$ cat src/rtl/operand_stack16b.sv
// rtl/operand_stack16b.sv - LIFO operand stack with registered TOS/NOS, full/empty status and sticky over/underflow flag
module operand_stack16b #(
  parameter int WIDTH = 16,
  parameter int DEPTH = 8,
  parameter int PTR_W = $clog2(DEPTH)
) (
  input  logic             clk,
  input  logic             reset,
  input  logic [WIDTH-1:0] din,
  input  logic             push,
  input  logic             pop,
  input  logic             clr_err,
  output logic [WIDTH-1:0] tos,
  output logic [WIDTH-1:0] nos,
  output logic [PTR_W:0]   count,
  output logic             empty,
  output logic             full,
  output logic             err
);

  localparam int CW = PTR_W + 1;
  localparam logic [CW-1:0] CNT_FULL  = CW'(DEPTH);
  localparam logic [CW-1:0] CNT_ONE   = CW'(1);
  localparam logic [CW-1:0] CNT_THREE = CW'(3);

  logic [WIDTH-1:0] mem_q [DEPTH];
  logic [WIDTH-1:0] tos_q, tos_d;
  logic [WIDTH-1:0] nos_q, nos_d;
  logic [CW-1:0]    count_q, count_d;
  logic             err_q, err_d;

  logic             is_empty, is_full, err_set;
  logic             wr_en;
  logic [PTR_W-1:0] wr_idx, top_idx, below_idx;
  logic [WIDTH-1:0] wr_data;

  assign is_empty = (count_q == '0);
  assign is_full  = (count_q == CNT_FULL);
  // Modular index math: count==DEPTH has zero low bits, so minus one lands on DEPTH-1.
  assign top_idx   = count_q[PTR_W-1:0] - PTR_W'(1);
  assign below_idx = count_q[PTR_W-1:0] - PTR_W'(3);

  always_comb begin
    count_d = count_q;
    tos_d   = tos_q;
    nos_d   = nos_q;
    err_set = 1'b0;
    wr_en   = 1'b0;
    wr_idx  = count_q[PTR_W-1:0];
    wr_data = '0;
    case ({push, pop})
      2'b10: begin
        if (is_full) begin
          err_set = 1'b1;
        end else begin
          wr_en   = 1'b1;
          wr_idx  = count_q[PTR_W-1:0];
          wr_data = din;
          count_d = count_q + CNT_ONE;
          tos_d   = din;
          nos_d   = tos_q;
        end
      end
      2'b01: begin
        if (is_empty) begin
          err_set = 1'b1;
        end else begin
          count_d = count_q - CNT_ONE;
          tos_d   = nos_q;
          nos_d   = (count_q >= CNT_THREE) ? mem_q[below_idx] : '0;
        end
      end
      2'b11: begin
        // Replace on an empty stack degrades to a push but never flags an error.
        wr_en   = 1'b1;
        wr_data = din;
        tos_d   = din;
        if (is_empty) begin
          wr_idx  = '0;
          count_d = CNT_ONE;
          nos_d   = '0;
        end else begin
          wr_idx  = top_idx;
        end
      end
      default: begin
      end
    endcase
    if (err_set)      err_d = 1'b1;
    else if (clr_err) err_d = 1'b0;
    else              err_d = err_q;
  end

  always_ff @(posedge clk or negedge reset) begin
    if (!reset) begin
      count_q <= '0;
      tos_q   <= '0;
      nos_q   <= '0;
      err_q   <= 1'b0;
    end else begin
      count_q <= count_d;
      tos_q   <= tos_d;
      nos_q   <= nos_d;
      err_q   <= err_d;
    end
  end

  always_ff @(posedge clk) begin
    if (wr_en) mem_q[wr_idx] <= wr_data;
  end

  assign tos   = tos_q;
  assign nos   = nos_q;
  assign count = count_q;
  assign empty = is_empty;
  assign full  = is_full;
  assign err   = err_q;

endmodule

$ cat config.mk
export PLATFORM = sky130hd
export DESIGN_NAME = operand_stack16b
export DESIGN_NICKNAME = d
export VERILOG_FILES = /design/src/rtl/operand_stack16b.sv
export SDC_FILE = /design/constraint.sdc
export NUM_CORES = 1
export LEC_CHECK = 0
export ABC_AREA = 1
export BUFFER_PORTS_ARGS = -buffer_cell sky130_fd_sc_hd__buf_2
export CAP_MARGIN = 15
export CORE_MARGIN = 4
export CORE_UTILIZATION = 30
export CTS_CLUSTER_SIZE = 16
export DETAILED_ROUTE_END_ITERATION = 7
export PLACE_DENSITY = 0.48
export SETUP_SLACK_MARGIN = 0.5
export SLEW_MARGIN = 20
export SYNTH_ARGS = -nofsm -noshare
export SYNTH_HDL_FRONTEND = slang
export SYNTH_SLANG_ARGS = --single-unit
export TNS_END_PERCENT = 20
$ cat constraint.sdc
create_clock -name clk -period 7.95 [get_ports clk]
set_clock_uncertainty 0.2 [all_clocks]
set_input_delay 0.795 -clock clk [delete_from_list [all_inputs] [get_ports clk]]
set_output_delay 0.795 -clock clk [all_outputs]
set_load 0.02 [all_outputs]
==> impl_metrics.ini, run 1 <==
[status]
status = complete, no violations

[clock_tree]
cts_resized = 0
cts_hold_buf = 0
cts_tree = built
cts.sinks = 165
clk_pin_slew_ns = 0.06
cts_setup_buffers = 0
clk_latency_ns = 0.41
h-tree-depth = 4
root_buffer = clkbuf_16
cts.path.max_buffers = 2
cts_buffers = 17

[global_routing]
grt_max_degree = 71
grt_usage_pct = 13.1
grt.overflow.total = 0
antenna_found_initial = 0
first_global_vias = 5043
grt_first_pass_wirelength_mm = 29.3

[logic_synthesis]
synth-compound-area-share_pct = 4.97
synth-simple-area-share_pct = 21.4
synthXorXnorAreaFrac_pct = 0.661
ys_seq_area_share_pct = 61.5
syn_inst = 817
synthMuxAreaShare_pct = 0
synthesis.nets = 848
synth_top_family_by_area = simple AND/OR/NAND/NOR gates
syn-cell-area_um2 = 7760
synth_cell_types = 32
synth-warning-count = 0
synth.ff_latch_count = 165
synth_fa_ha_area_share_pct = 1.61
avgSynthCellArea_um2 = 9.50

[floorplan]
die-area_um2 = 28500
rows = 58
start_util_pct = 30.6
core_area_um2 = 25300
pin_count = 60
die_y_um = 169
die_w_um = 169

[final_layout]
stdcell_count = 1202
diodes = 0
drive_gt1_share_pct = 13.6
areaGrowthSynthToFinish_pct = 13.8
nNetsFinal = 891

[worst_setup_path]
crit_path_end_kind = flop
crit_path_cell_trace = buf_4 > inv_2 > buf_4 > ha_1 > nand3_1 > nand2_1 > nand2_1 > clkinv_1 > or2_1 > nor2_2
crit_family = simple AND/OR/NAND/NOR gates
cp.required_ns = 7.79
cp_num_buf_inv = 4
crit_slowest_cell = nor2_2
cp_slowest_stage_delay_ns = 0.69
criticalPathCategory = flop to flop
worst_ep_arrival_time_ns = 4.03
cp_max_fo = 70
crit_path_start_kind = flop

[sta]
relSlewSlack_pct = 32.5
post-route-min-period_ns = 4.19
hold_viol = 0
fin_ws_ns = 3.76
maxSlewViolCount = 0
fmax_mhz = 239
setup_tns_ns = 0
finalCritPeriodShare_pct = 52.7
hold_slack_ns = 0.288
grt_setup_unrepaired = no
finalSetupViolCount = 0
worst_pin_slew_ns = 1.01

[power_and_ir_drop]
vdd_drop_max_mv = 0.143
powerDensity_nw_per_um2 = 354
p_leak_nw = 3.91

[routing]
drtPass1Iterations = 5
avgViaCountPerCell = 4.43
via_count = 5329
wl_per_cell_um = 15.2
routed_wl_mm = 18.3
ant_nets = 0
drc = 0
drt_first_iter_violations = 484

[worst_hold_path]
hold_path.class = input pin to asynchronous set/reset pin

[placement]
pre_cts_ws_ns = 3.67
place_inst = 1171
dp_hpwl_mm = 12.3
portBuffers = 59
place.gp.congestion = 0.819

[job]
drv_cap = 0
## synth_stat cells
cell      number  area share [%]
nand2_4        2            0.29
nand4_1        1           0.081
or2_1          1           0.081
nor2_4         2            0.29
nand3_2        1            0.13
inv_2          3            0.15
inv_1        142             6.9
nand2_1      202             9.8
buf_6          7             1.0
nor3_1        16             1.0
buf_2         14            0.90
a21oi_4        1            0.21
o21ai_0       26             1.7
nand3b_1       1           0.097
edfxtp_1     128              50
nor2_2         1           0.081
dfrtp_1       37              12
o211ai_1      11             1.1
a21oi_2        9             1.0
o21ai_1        4            0.26
nand2_2        3            0.24
buf_1          1           0.048
nand3_1      100             6.4
clkbuf_1      17            0.82
xnor2_1        2            0.23
xor2_2         1            0.21
o22ai_1        2            0.16
clkinv_1       1           0.048
ha_1          10             1.6
a21oi_1        9            0.58
xor2_1         2            0.23
nor2_1        60             2.9
## state kept, by name, summed over array words and instances, names as in the netlist
register  cells
count         4
err           1
mem_q       128
nos          16
tos          16
## worst register-to-register path, delay by kind of cell, from the launching register on
family / cells / cell delay (ns)
AND/OR/NAND/NOR: 5 / 1.46
buffers and inverters: 4 / 1.39
adder cells (fa/ha/maj): 1 / 0.43
flip-flops: 1 / 0.34
## path summary, 6_finish.rpt
check	slack, ns	depth (start not counted)	from	to
setup / recovery	3.76	10	count[0]$_DFFE_PN0P_	mem_q[3][5]$_DFFE_PP_
hold / removal	0.29	1	reset	err$_DFFE_PN0P_
setup reg to reg	3.76	10	count[0]$_DFFE_PN0P_	mem_q[3][5]$_DFFE_PP_
hold reg to reg	0.32	2	err$_DFFE_PN0P_	err$_DFFE_PN0P_
max in group asynchronous	6.64	1	reset	count[0]$_DFFE_PN0P_
min in group clk	0.32	2	err$_DFFE_PN0P_	err$_DFFE_PN0P_
## final cells by class
cell class                 instances  area, µm²
fill                            2557      16500
sequential                       165       4770
multi-input combinational        467       2250
inverter                         146        548
clock buffer                      20        437
tap                              330        413
timing repair buffer              63        325
clock inverter                    11       87.6
## metal layers
layer	up-vias	global-route usage, %	part of all wire [%]
met5	-	0	0
met4	0	3.39	0.98
met3	18	2.45	5.0
met2	123	18.6	41
met1	2484	20.4	53
li1	2704	-	-
## where the power goes
| part | internal [mW] | switching (mW) | total (mW) |
|---|---|---|---|
| registers | 1.09 | 0.0775 | 1.16 |
| logic | 0.357 | 0.856 | 1.21 |
| clock network | 0.425 | 0.327 | 0.752 |
## metrics by stage
step | utilization [%] | total power [mW] | instance area [µm²]
CTS | 34.9 | 3.17 | 8830
floorplan | - | 2.05 | 7760
detailed placement | 32.8 | 2.41 | 8300
global route | 34.9 | 3.35 | 8830
global placement | 32.8 | 2.40 | 8300
finish | 34.9 | 3.13 | 8830
## cells in the final DEF, fill, tap and decap left out, drive strengths merged, types with 3 or more instances in the layout
cell type,netlist,layout
a21oi,19,19
buf,22,63
clkbuf,17,20
clkinv,1,10
dfrtp,37,37
edfxtp,128,128
ha,10,10
inv,145,144
nand2,207,207
nand3,101,101
nor2,63,63
nor3,16,16
o211ai,11,11
o21ai,30,30
xor2,3,3
## cells by family after synthesis
logic type	Yosys count
flops	165
xor+xnor	5
buf+inv	185
compound gates	62
simple gates	390
fa+ha+maj	10
No activity file was read; power rests on OpenSTA's default activity.
==> run 2: changes to the inputs <==
clock period = 4.4 ns   (was 7.95 ns; I/O delays follow)
==> impl_metrics.ini, run 2 (synthesis gave the netlist of run 1 again) <==
[global_routing]
grt_max_degree = 69
antenna_found_initial = 0
grt.overflow.total = 0
grt_usage_pct = 13.9
first_global_vias = 5155
grt_first_pass_wirelength_mm = 30.9

[power_and_ir_drop]
p_switching_mw = 2.32
pwr-share-comb_pct = 38.2
p_seq_share_pct = 35.7
power_frac_clock_pct = 26.2
powerDensity_nw_per_um2 = 656
sw_frac_of_total_pct = 39.4
p_leak_nw = 3.99
p_total_mw = 5.88
internal_power_mw = 3.56
vdd_drop_max_mv = 0.287

[worst_hold_path]
hold_path.class = input pin to flop

[sta]
grt_setup_unrepaired = no
hold_viol = 0
maxSlewViolCount = 0
finalSetupViolCount = 0
relSlewSlack_pct = 27.6
post-route-min-period_ns = 3.40
setup_tns_ns = 0
fmax_mhz = 294
worst_pin_slew_ns = 1.09
finalCritPeriodShare_pct = 77.3

[worst_setup_path]
crit_path_end_kind = flop
cp.required_ns = 4.24
crit_path_start_kind = flop
crit_path_cell_trace = inv_2 > ha_1 > nand3_1 > nand2_1 > nand2_1 > clkinv_1 > or2_1 > nor2_2
cp_num_buf_inv = 2
crit_slowest_cell = nor2_2
cp_slowest_stage_delay_ns = 0.75
ff2ff_setup_slack_ns = 1.0
criticalPathCategory = flop to flop
worst_ep_arrival_time_ns = 3.24
cpMostUsedCell = nand2_1
crit_family = simple AND/OR/NAND/NOR gates
cp_max_fo = 27

[clock_tree]
cts.sinks = 165
h-tree-depth = 4
cts_buffers = 17
cts_resized = 0
clk_latency_ns = 0.42
root_buffer = clkbuf_16
cts_tree = built
cts.path.max_buffers = 2
clk_pin_slew_ns = 0.06
cts_setup_buffers = 0

[routing]
wl_met2_mm = 8.66
routed.top_layer = met4
routed_wl_mm = 19.4
drc = 0
via_count = 5355
drtPass1Iterations = 5
wl_per_cell_um = 16.1
drt-met1-wl_mm = 9.55
avgViaCountPerCell = 4.43
route.met3.wl_mm = 1.01
drt_first_iter_violations = 410
ant_nets = 0

[placement]
place.gp.congestion = 0.802
portBuffers = 59
dp_hpwl_mm = 12.4

[final_layout]
areaGrowthSynthToFinish_pct = 15.5
final_common_cell = nand2_1
largest-register = mem_q
fillerInstances = 2577
largest_register_ffs = 128
multi_input_area_um2 = 2250
nNetsFinal = 899
layout_common_cells = nand2_1 (202), inv_1 (142), edfxtp_1 (128)
regArea_um2 = 4770
drive_gt1_share_pct = 14.5
diodes = 0

[floorplan]
start_util_pct = 30.6
pin_count = 60
core_area_um2 = 25300
die_w_um = 169
die_y_um = 169
die-area_um2 = 28500
rows = 58

[status]
status = complete, no violations

[job]
drv_cap = 0
run 2: changes by cell type in the layout (fill, tap and decap cells not counted), sizes merged:
| cell | previous run | this run |
|---|---|---|
| buf | 63 | 69 |
| bufinv | 1 | 4 |
| clkinv | 10 | 6 |
| dlygate4sd3 | 0 | 2 |
| inv | 144 | 145 |
run 2: worst reg2reg max path: cells and delay by family (launching register included):
family	cells	cell delay [ns]
simple gates	5	1.49
fa+ha+maj	1	0.39
flops	1	0.36
buf+inv	2	0.57
run 2: worst paths after layout:
path	startpoint	end	cells past startpoint
max reg2reg	count[0]$_DFFE_PN0P_	mem_q[5][12]$_DFFE_PP_	8
min reg2reg	err$_DFFE_PN0P_	err$_DFFE_PN0P_	2
min	din[13]	tos[13]$_DFFE_PN0P_	5
max in group asynchronous	reset	count[0]$_DFFE_PN0P_	2
min in group asynchronous	reset	err$_DFFE_PN0P_	2
max	count[0]$_DFFE_PN0P_	mem_q[5][12]$_DFFE_PP_	8
run 2: layer usage:
metal | vias to the layer above | global-route usage (%)
met5 | - | 0
met2 | 124 | 21.1
met3 | 15 | 3.04
met4 | 0 | 3.39
met1 | 2499 | 20.4
li1 | 2717 | -
run 2: layout make-up:
type | instances | area share, %
Tap cell | 330 | 4.61
Timing Repair Buffer | 71 | 4.36
Clock buffer | 20 | 4.87
Clock inverter | 11 | 1.77
Sequential cell | 165 | 53.2
Inverter | 146 | 6.11
Multi-Input combinational cell | 467 | 25.1
run 2: stage by stage:
stage / hold slack, ns / instance area, µm² / setup slack (ns) / instances / util [%]
3_5_place_dp: 0.325 / 8350 / 0.961 / 1177 / 33.0
3_3_place_gp: 0.326 / 8350 / 0.984 / 1177 / 33.0
6_report: 0.199 / 8960 / 0.999 / 1210 / 35.4
2_1_floorplan: -0.0556 / 7760 / 1.29 / 817 / -
4_1_cts: 0.186 / 8960 / 0.941 / 1210 / 35.4
5_1_grt: 0.226 / 8960 / 0.698 / 1210 / 35.4
run 2: power groups by stage:
stage / combinational, mW / sequential, mW / clock (mW)
floorplan: 1.43 / 2.27 / 0
global placement: 2.28 / 2.13 / 0
detailed placement: 2.27 / 2.13 / 0
CTS: 2.28 / 2.10 / 1.57
global route: 2.52 / 2.13 / 1.63
finish: 2.25 / 2.10 / 1.54
run 2: repair_timing:
action	CTS	global route
hold buffers	2	0
endpoints found under the setup margin	0	0
hold endpoints to repair	38	0
